### src/rtl/adc_collect_pkg.sv
// adc_collect_pkg: constants, types and the read-word packing helper shared by
// adc_sample_collector and its per-channel accumulator.
package adc_collect_pkg;

  localparam int DATA_W_DFLT = 12;
  localparam int CH_W        = 5;

  // Read word layout: unread flag in the MSB, result right-aligned below it.
  localparam int RD_W        = 32;
  localparam int FLAG_BIT    = 31;
  localparam int RESULT_LSB  = 0;
  localparam int RESULT_W    = FLAG_BIT - RESULT_LSB;

  // A channel result as presented to the read mux (zero-extended).
  typedef logic [RESULT_W-1:0] result_t;
  typedef logic [RD_W-1:0]     rd_word_t;

  function automatic rd_word_t pack_rd(input logic flag, input result_t result);
    rd_word_t w;
    w = '0;
    w[FLAG_BIT] = flag;
    w[RESULT_LSB +: RESULT_W] = result;
    return w;
  endfunction

endpackage

### src/rtl/adc_ch_accum.sv
// adc_ch_accum: one channel's sample accumulator, sample counter and result
// register. `done` pulses in the cycle whose sample completes a result.
// With ADC_COLLECT_AVG_EN defined the result is the boxcar average of
// 2**AVG_LOG2 samples; otherwise every accepted sample is stored directly and
// no accumulator or counter is built.
module adc_ch_accum
  import adc_collect_pkg::*;
#(
  parameter int DATA_W   = DATA_W_DFLT,
  parameter int AVG_LOG2 = 3
) (
  input  logic              clk_sys,
  input  logic              rst,
  input  logic              enable,
  input  logic              sample_vld,
  input  logic [DATA_W-1:0] sample_data,
  output logic              done,
  output result_t           result
);

  if (AVG_LOG2 < 0 || AVG_LOG2 > 6) begin : g_bad_avg_log2
    $error("adc_ch_accum: AVG_LOG2 must be in 0..6");
  end

  logic              accept;
  logic [DATA_W-1:0] res_q, res_d;

  assign accept = enable & sample_vld;

`ifdef ADC_COLLECT_AVG_EN
  // Accumulator is wide enough for 2**AVG_LOG2 full-scale samples.
  localparam int ACC_W = DATA_W + AVG_LOG2;
  // AVG_LOG2=0 still needs a 1-bit counter; it simply never leaves 0.
  localparam int CNT_W = (AVG_LOG2 > 0) ? AVG_LOG2 : 1;
  localparam logic [CNT_W-1:0] CNT_LAST = CNT_W'((1 << AVG_LOG2) - 1);

  logic [ACC_W-1:0] acc_q, acc_d, sum;
  logic [CNT_W-1:0] cnt_q, cnt_d;

  // Accumulate accepted samples; on the last one publish the truncated mean.
  always_comb begin
    acc_d = acc_q;
    cnt_d = cnt_q;
    res_d = res_q;
    done  = 1'b0;
    sum   = acc_q + ACC_W'(sample_data);
    if (!enable) begin
      acc_d = '0;
      cnt_d = '0;
    end else if (accept) begin
      if (cnt_q == CNT_LAST) begin
        res_d = DATA_W'(sum >> AVG_LOG2);
        acc_d = '0;
        cnt_d = '0;
        done  = 1'b1;
      end else begin
        acc_d = sum;
        cnt_d = cnt_q + CNT_W'(1);
      end
    end
  end

  // Accumulator, counter and result registers.
  always_ff @(posedge clk_sys or posedge rst) begin
    if (rst) begin
      acc_q <= '0;
      cnt_q <= '0;
      res_q <= '0;
    end else begin
      acc_q <= acc_d;
      cnt_q <= cnt_d;
      res_q <= res_d;
    end
  end
`else
  // Every accepted sample is a complete result.
  always_comb begin
    res_d = res_q;
    done  = 1'b0;
    if (accept) begin
      res_d = sample_data;
      done  = 1'b1;
    end
  end

  // Result register.
  always_ff @(posedge clk_sys or posedge rst) begin
    if (rst) begin
      res_q <= '0;
    end else begin
      res_q <= res_d;
    end
  end
`endif

  assign result = result_t'(res_q);

endmodule

### src/rtl/adc_sample_collector.sv
// adc_sample_collector: collects the ADC response stream per channel, keeps
// the latest result per channel with sticky unread flags and an overrun flag,
// and serves a one-cycle-latency read port.
// Optional feature macro: ADC_COLLECT_AVG_EN (boxcar averaging of 2**AVG_LOG2
// samples; when undefined each accepted sample is the result).
module adc_sample_collector
  import adc_collect_pkg::*;
#(
  parameter int  NUM_CH   = 8,
  parameter int  AVG_LOG2 = 3,
  parameter int  DATA_W   = DATA_W_DFLT,
  localparam int ADDR_W   = (NUM_CH > 1) ? $clog2(NUM_CH) : 1
) (
  input  logic              Clock_qsys,
  input  logic              Reset,
  input  logic              Enable,
  input  logic              RspValid,
  input  logic [CH_W-1:0]   RspChannel,
  input  logic [DATA_W-1:0] RspData,
  input  logic              RdEn,
  input  logic [ADDR_W-1:0] RdAddress,
  output logic [RD_W-1:0]   RdData,
  output logic              RdValid,
  output logic [NUM_CH-1:0] NewData,
  output logic              Overrun,
  input  logic              OverrunClr
);

  if (NUM_CH < 1 || NUM_CH > 32) begin : g_bad_num_ch
    $error("adc_sample_collector: NUM_CH must be in 1..32");
  end

  logic [NUM_CH-1:0] ch_vld;
  logic [NUM_CH-1:0] ch_done;
  result_t           ch_result [NUM_CH];

  logic              rd_hit;
  logic [NUM_CH-1:0] rd_clr;

  logic [NUM_CH-1:0] new_data_q, new_data_d;
  logic              overrun_q, overrun_d;
  rd_word_t          rd_data_q, rd_data_d;
  logic              rd_valid_q, rd_valid_d;

  // Channels at or above NUM_CH never match a lane and are dropped here.
  for (genvar i = 0; i < NUM_CH; i++) begin : g_ch
    assign ch_vld[i] = RspValid && (RspChannel == CH_W'(i));

    adc_ch_accum #(
      .DATA_W   (DATA_W),
      .AVG_LOG2 (AVG_LOG2)
    ) u_accum (
      .clk_sys     (Clock_qsys),
      .rst         (Reset),
      .enable      (Enable),
      .sample_vld  (ch_vld[i]),
      .sample_data (RspData),
      .done        (ch_done[i]),
      .result      (ch_result[i])
    );
  end

  assign rd_hit = RdEn && (int'(RdAddress) < NUM_CH);

  // Read mux: latch flag+result of the addressed channel, zero for a bad address.
  always_comb begin
    rd_clr     = '0;
    rd_data_d  = rd_data_q;
    rd_valid_d = RdEn;
    if (RdEn) begin
      rd_data_d = '0;
    end
    if (rd_hit) begin
      rd_clr[RdAddress] = 1'b1;
      rd_data_d = pack_rd(new_data_q[RdAddress], ch_result[RdAddress]);
    end
  end

  // Flag update: a completion beats a read-clear; overrun only if the unread
  // result is really being replaced, and an overrun set beats OverrunClr.
  always_comb begin
    new_data_d = (new_data_q & ~rd_clr) | ch_done;
    overrun_d  = (|(ch_done & new_data_q & ~rd_clr)) | (overrun_q & ~OverrunClr);
  end

  // Flag and read-port registers.
  always_ff @(posedge Clock_qsys or posedge Reset) begin
    if (Reset) begin
      new_data_q <= '0;
      overrun_q  <= 1'b0;
      rd_data_q  <= '0;
      rd_valid_q <= 1'b0;
    end else begin
      new_data_q <= new_data_d;
      overrun_q  <= overrun_d;
      rd_data_q  <= rd_data_d;
      rd_valid_q <= rd_valid_d;
    end
  end

  assign NewData = new_data_q;
  assign Overrun = overrun_q;
  assign RdData  = rd_data_q;
  assign RdValid = rd_valid_q;

endmodule

### config.mk
export PLATFORM = sky130hd
export DESIGN_NAME = adc_sample_collector
export DESIGN_NICKNAME = d
export VERILOG_FILES = /design/src/rtl/adc_collect_pkg.sv /design/src/rtl/adc_ch_accum.sv /design/src/rtl/adc_sample_collector.sv
export SDC_FILE = /design/constraint.sdc
export NUM_CORES = 1
export LEC_CHECK = 0
export BUFFER_PORTS_ARGS = -buffer_cell sky130_fd_sc_hd__buf_2
export CAP_MARGIN = 20
export CORE_AREA = 10 10 88 148
export CTS_CLUSTER_DIAMETER = 120
export DETAILED_ROUTE_END_ITERATION = 10
export DIE_AREA = 0 0 98 158
export PLACE_DENSITY = 0.84
export SYNTH_ARGS = -nofsm -noshare
export SYNTH_HDL_FRONTEND = slang
export SYNTH_SLANG_ARGS = --single-unit
### constraint.sdc
create_clock -name Clock_qsys -period 9.32 [get_ports Clock_qsys]
set_input_delay 2.796 -clock Clock_qsys [delete_from_list [all_inputs] [get_ports Clock_qsys]]
set_output_delay 2.796 -clock Clock_qsys [all_outputs]
set_load 0.05 [all_outputs]
==> results.cfg <==
[yosys]
synth_top_cell_area_share_pct = 52.34
ys_async_sr_fraction_pct = 100.0
synth_area_um2 = 5689
synthFlopType = dfrtp_1
syn_inst = 426
synthTopCellsByCount = dfrtp_1 (119), mux2_2 (95), buf_4 (23)
seq_area_frac_synth_pct = 52.34
synth_edf_count = 0
synth-seq-cells = 119
syn_avg_cell_area_um2 = 13.35
synth.most_common_cell = dfrtp_1
ys.warnings.count = 0
synth_area_leader_cell = dfrtp_1
synth.distinct_cells = 50
synth.area.top_cells = dfrtp_1 (52%), mux2_2 (19%), mux2i_1 (3.7%), mux4_2 (3.2%), buf_4 (3.0%)

[timing]
fin_crit_sh_pct = 46.61
tns_ps = 0
finalHoldViolCount = 0
slew_violations = 0
slew_headroom_pct = 28.11
min_period_ps = 4344
rsz0062_at_grt = false
clock_skew_ps = 4.466
timing.fmax_mhz = 230.2
worst_slew_pin_slew_ps = 1078
setup_viol = 0

[cts]
hold_buffers = 0
tritoncts = yes
clk_pin_slew_ps = 50
cts_root_buffer = clkbuf_16
htree_levels = 4
clockBufferDepth = 2
clkSinkCount = 119
cts-buffers-inserted = 17
ctsResizeCount = 0
post_cts_buffers = 0
clock_latency_ps = 410

[pwr]
power.density_nw_per_um2 = 226.5
finalPower_mw = 1.458
p_leak_nw = 3.106
ir_drop_v = 0.0001566

[critical_path]
cp_slowest_stage_delay_ps = 790
startpoint = RdAddress[2]
reg2reg_slack_ps = 7930
cpLargestDelayFamily = buffers and inverters
critical_path.endpoint_type = flop
crit_chain = buf_2 -> mux2_2 -> a221oi_1 -> a21oi_1 -> o22a_1
path_class = in2reg
cp.required_ps = 9610
rr_worst_depth = 4
cp-start-kind = input pin
reg2reg_from = NewData[7]
cp_max_fo = 42
arrival_ps = 4640
slowest_stage = buf_2
crit_cells = 5
crit_buf_inv = 1
reg2reg_to = RdData[31]

[drt]
routedWlPerCell_um = 21.56
viasPerCell = 6.000
dr.pass1.iters = 4
drc_errors = 0
vias = 3666
ant_nets = 0
wl_mm = 13.18
drt_iter0_markers = 237

[place]
io_buffers = 48
gp_congestion = 0.7750
hpwl_mm = 8.164

[grt]
grt_pass1_vias = 4039
grt_max_degree = 69
overflow = 0
grt_pass1_wl_mm = 21.35
grt_util_all_layers_pct = 17.54
antenna_found_initial = 0

[die]
dieArea_um2 = 15480
num_io_pins = 68
die_x_um = 98
coreArea_um2 = 10570
num_rows = 50
start_util_pct = 53.81
dieHeight_um = 158

[status]
outcome = completed

[run]
max_cap_violations = 0

[hold_path]
min_path_cells = 1
holdPathEnd = g_ch[5].u_accum.res_q[2]
min_from = g_ch[5].u_accum.res_q[2]
min_path_type = reg2reg

[finish]
num-nets-final = 494
drive_above_1_share_pct = 42.00
fill_cells = 788
diodes = 0
area_growth_pct = 13.17
[cells by family (layout without fill, tap and decap cells)]
family	after synthesis	count (layout)	share of synthesized area [%]
and+or+nand+nor	62	62	6.400
other	1	19	0.06591
DFF	119	119	52.34
buffers and inverters	51	88	6.004
AOI/OAI and AO/OA	60	60	7.148
muxes	133	133	28.04
[flip-flops by register name, indices dropped and copies added (netlist names)]
| signal | cells |
|---|---|
| Overrun | 1 |
| g_ch.u_accum.res_q | 96 |
| NewData | 8 |
| RdData | 13 |
| RdValid | 1 |
[where the power goes]
part           internal [mW]  switching [mW]
registers              0.583          0.0376
logic                 0.0889           0.129
clock network          0.400           0.220
total                   1.07           0.386
[worst register-to-register path, delay by kind of cell, from the launching register on]
| kind | cells | cell delay [ps] |
|---|---|---|
| AOI/OAI and AO/OA | 3 | 570 |
| DFF | 1 | 420 |
| muxes | 1 | 290 |
[metrics by stage]
stage,utilization [%],hold WS (ps),setup WS (ps),cells,instance area (um^2)
3_3_place_gp,55.34,477.4,4364,577,5851
5_1_grt,60.90,507.6,4847,611,6439
6_report,60.90,498.1,4976,611,6439
2_1_floorplan,-,473.6,3367,444,5757
4_1_cts,60.90,500.1,4990,611,6439
3_5_place_dp,55.48,487.8,4591,579,5866
[metal layers]
| metal | vias up | GRT usage [%] | share of wire, % |
|---|---|---|---|
| met5 | - | 0 | 0 |
| met4 | 0 | 10.08 | 3.6 |
| met3 | 38 | 3.885 | 4.4 |
| met2 | 121 | 32.15 | 55 |
| met1 | 1903 | 17.76 | 37 |
| li1 | 1604 | - | - |
[final cells by class]
class                           count  area [um^2]  share of cell area, %
Tap cell                          130        162.7                  2.526
Clock buffer                       25        505.5                  7.851
Multi-Input combinational cell    274         2437                  37.85
Timing Repair Buffer               52        270.3                  4.197
Inverter                            4        17.52                 0.2721
Clock inverter                      7        67.56                  1.049
Sequential cell                   119         2978                  46.25
[layout by cell type, fill, tap and decap left out, types with 2 or more instances in the layout]
cell type	count
inv_1	2
o22ai_1	3
clkinv_2	3
buf_4	4
mux4_2	8
a22oi_1	8
nand3_1	9
nor2b_1	3
o21ai_0	17
clkinvlp_4	3
mux2i_1	21
a221oi_1	2
o2111ai_1	2
nand2b_1	4
or3_1	2
a22o_1	4
o2bb2ai_1	4
a21oi_1	6
conb_1	19
clkbuf_8	5
clkbuf_16	17
o22a_1	4
a31oi_1	6
mux2_2	95
mux2_4	9
nand2_1	15
nor2_1	13
clkbuf_1	3
dfrtp_1	119
buf_2	48
[worst max-delay path by stage]
stage / to / slack (ps)
CTS: RdData[3] / 4990
floorplan: NewData[0] / 3370
detailed placement: RdData[31] / 4590
global placement: g_ch[1].u_accum.res_q[1] / 4360
global route: RdData[3] / 4850
finish: RdData[3] / 4980
(Power assumes the default switching activity.)
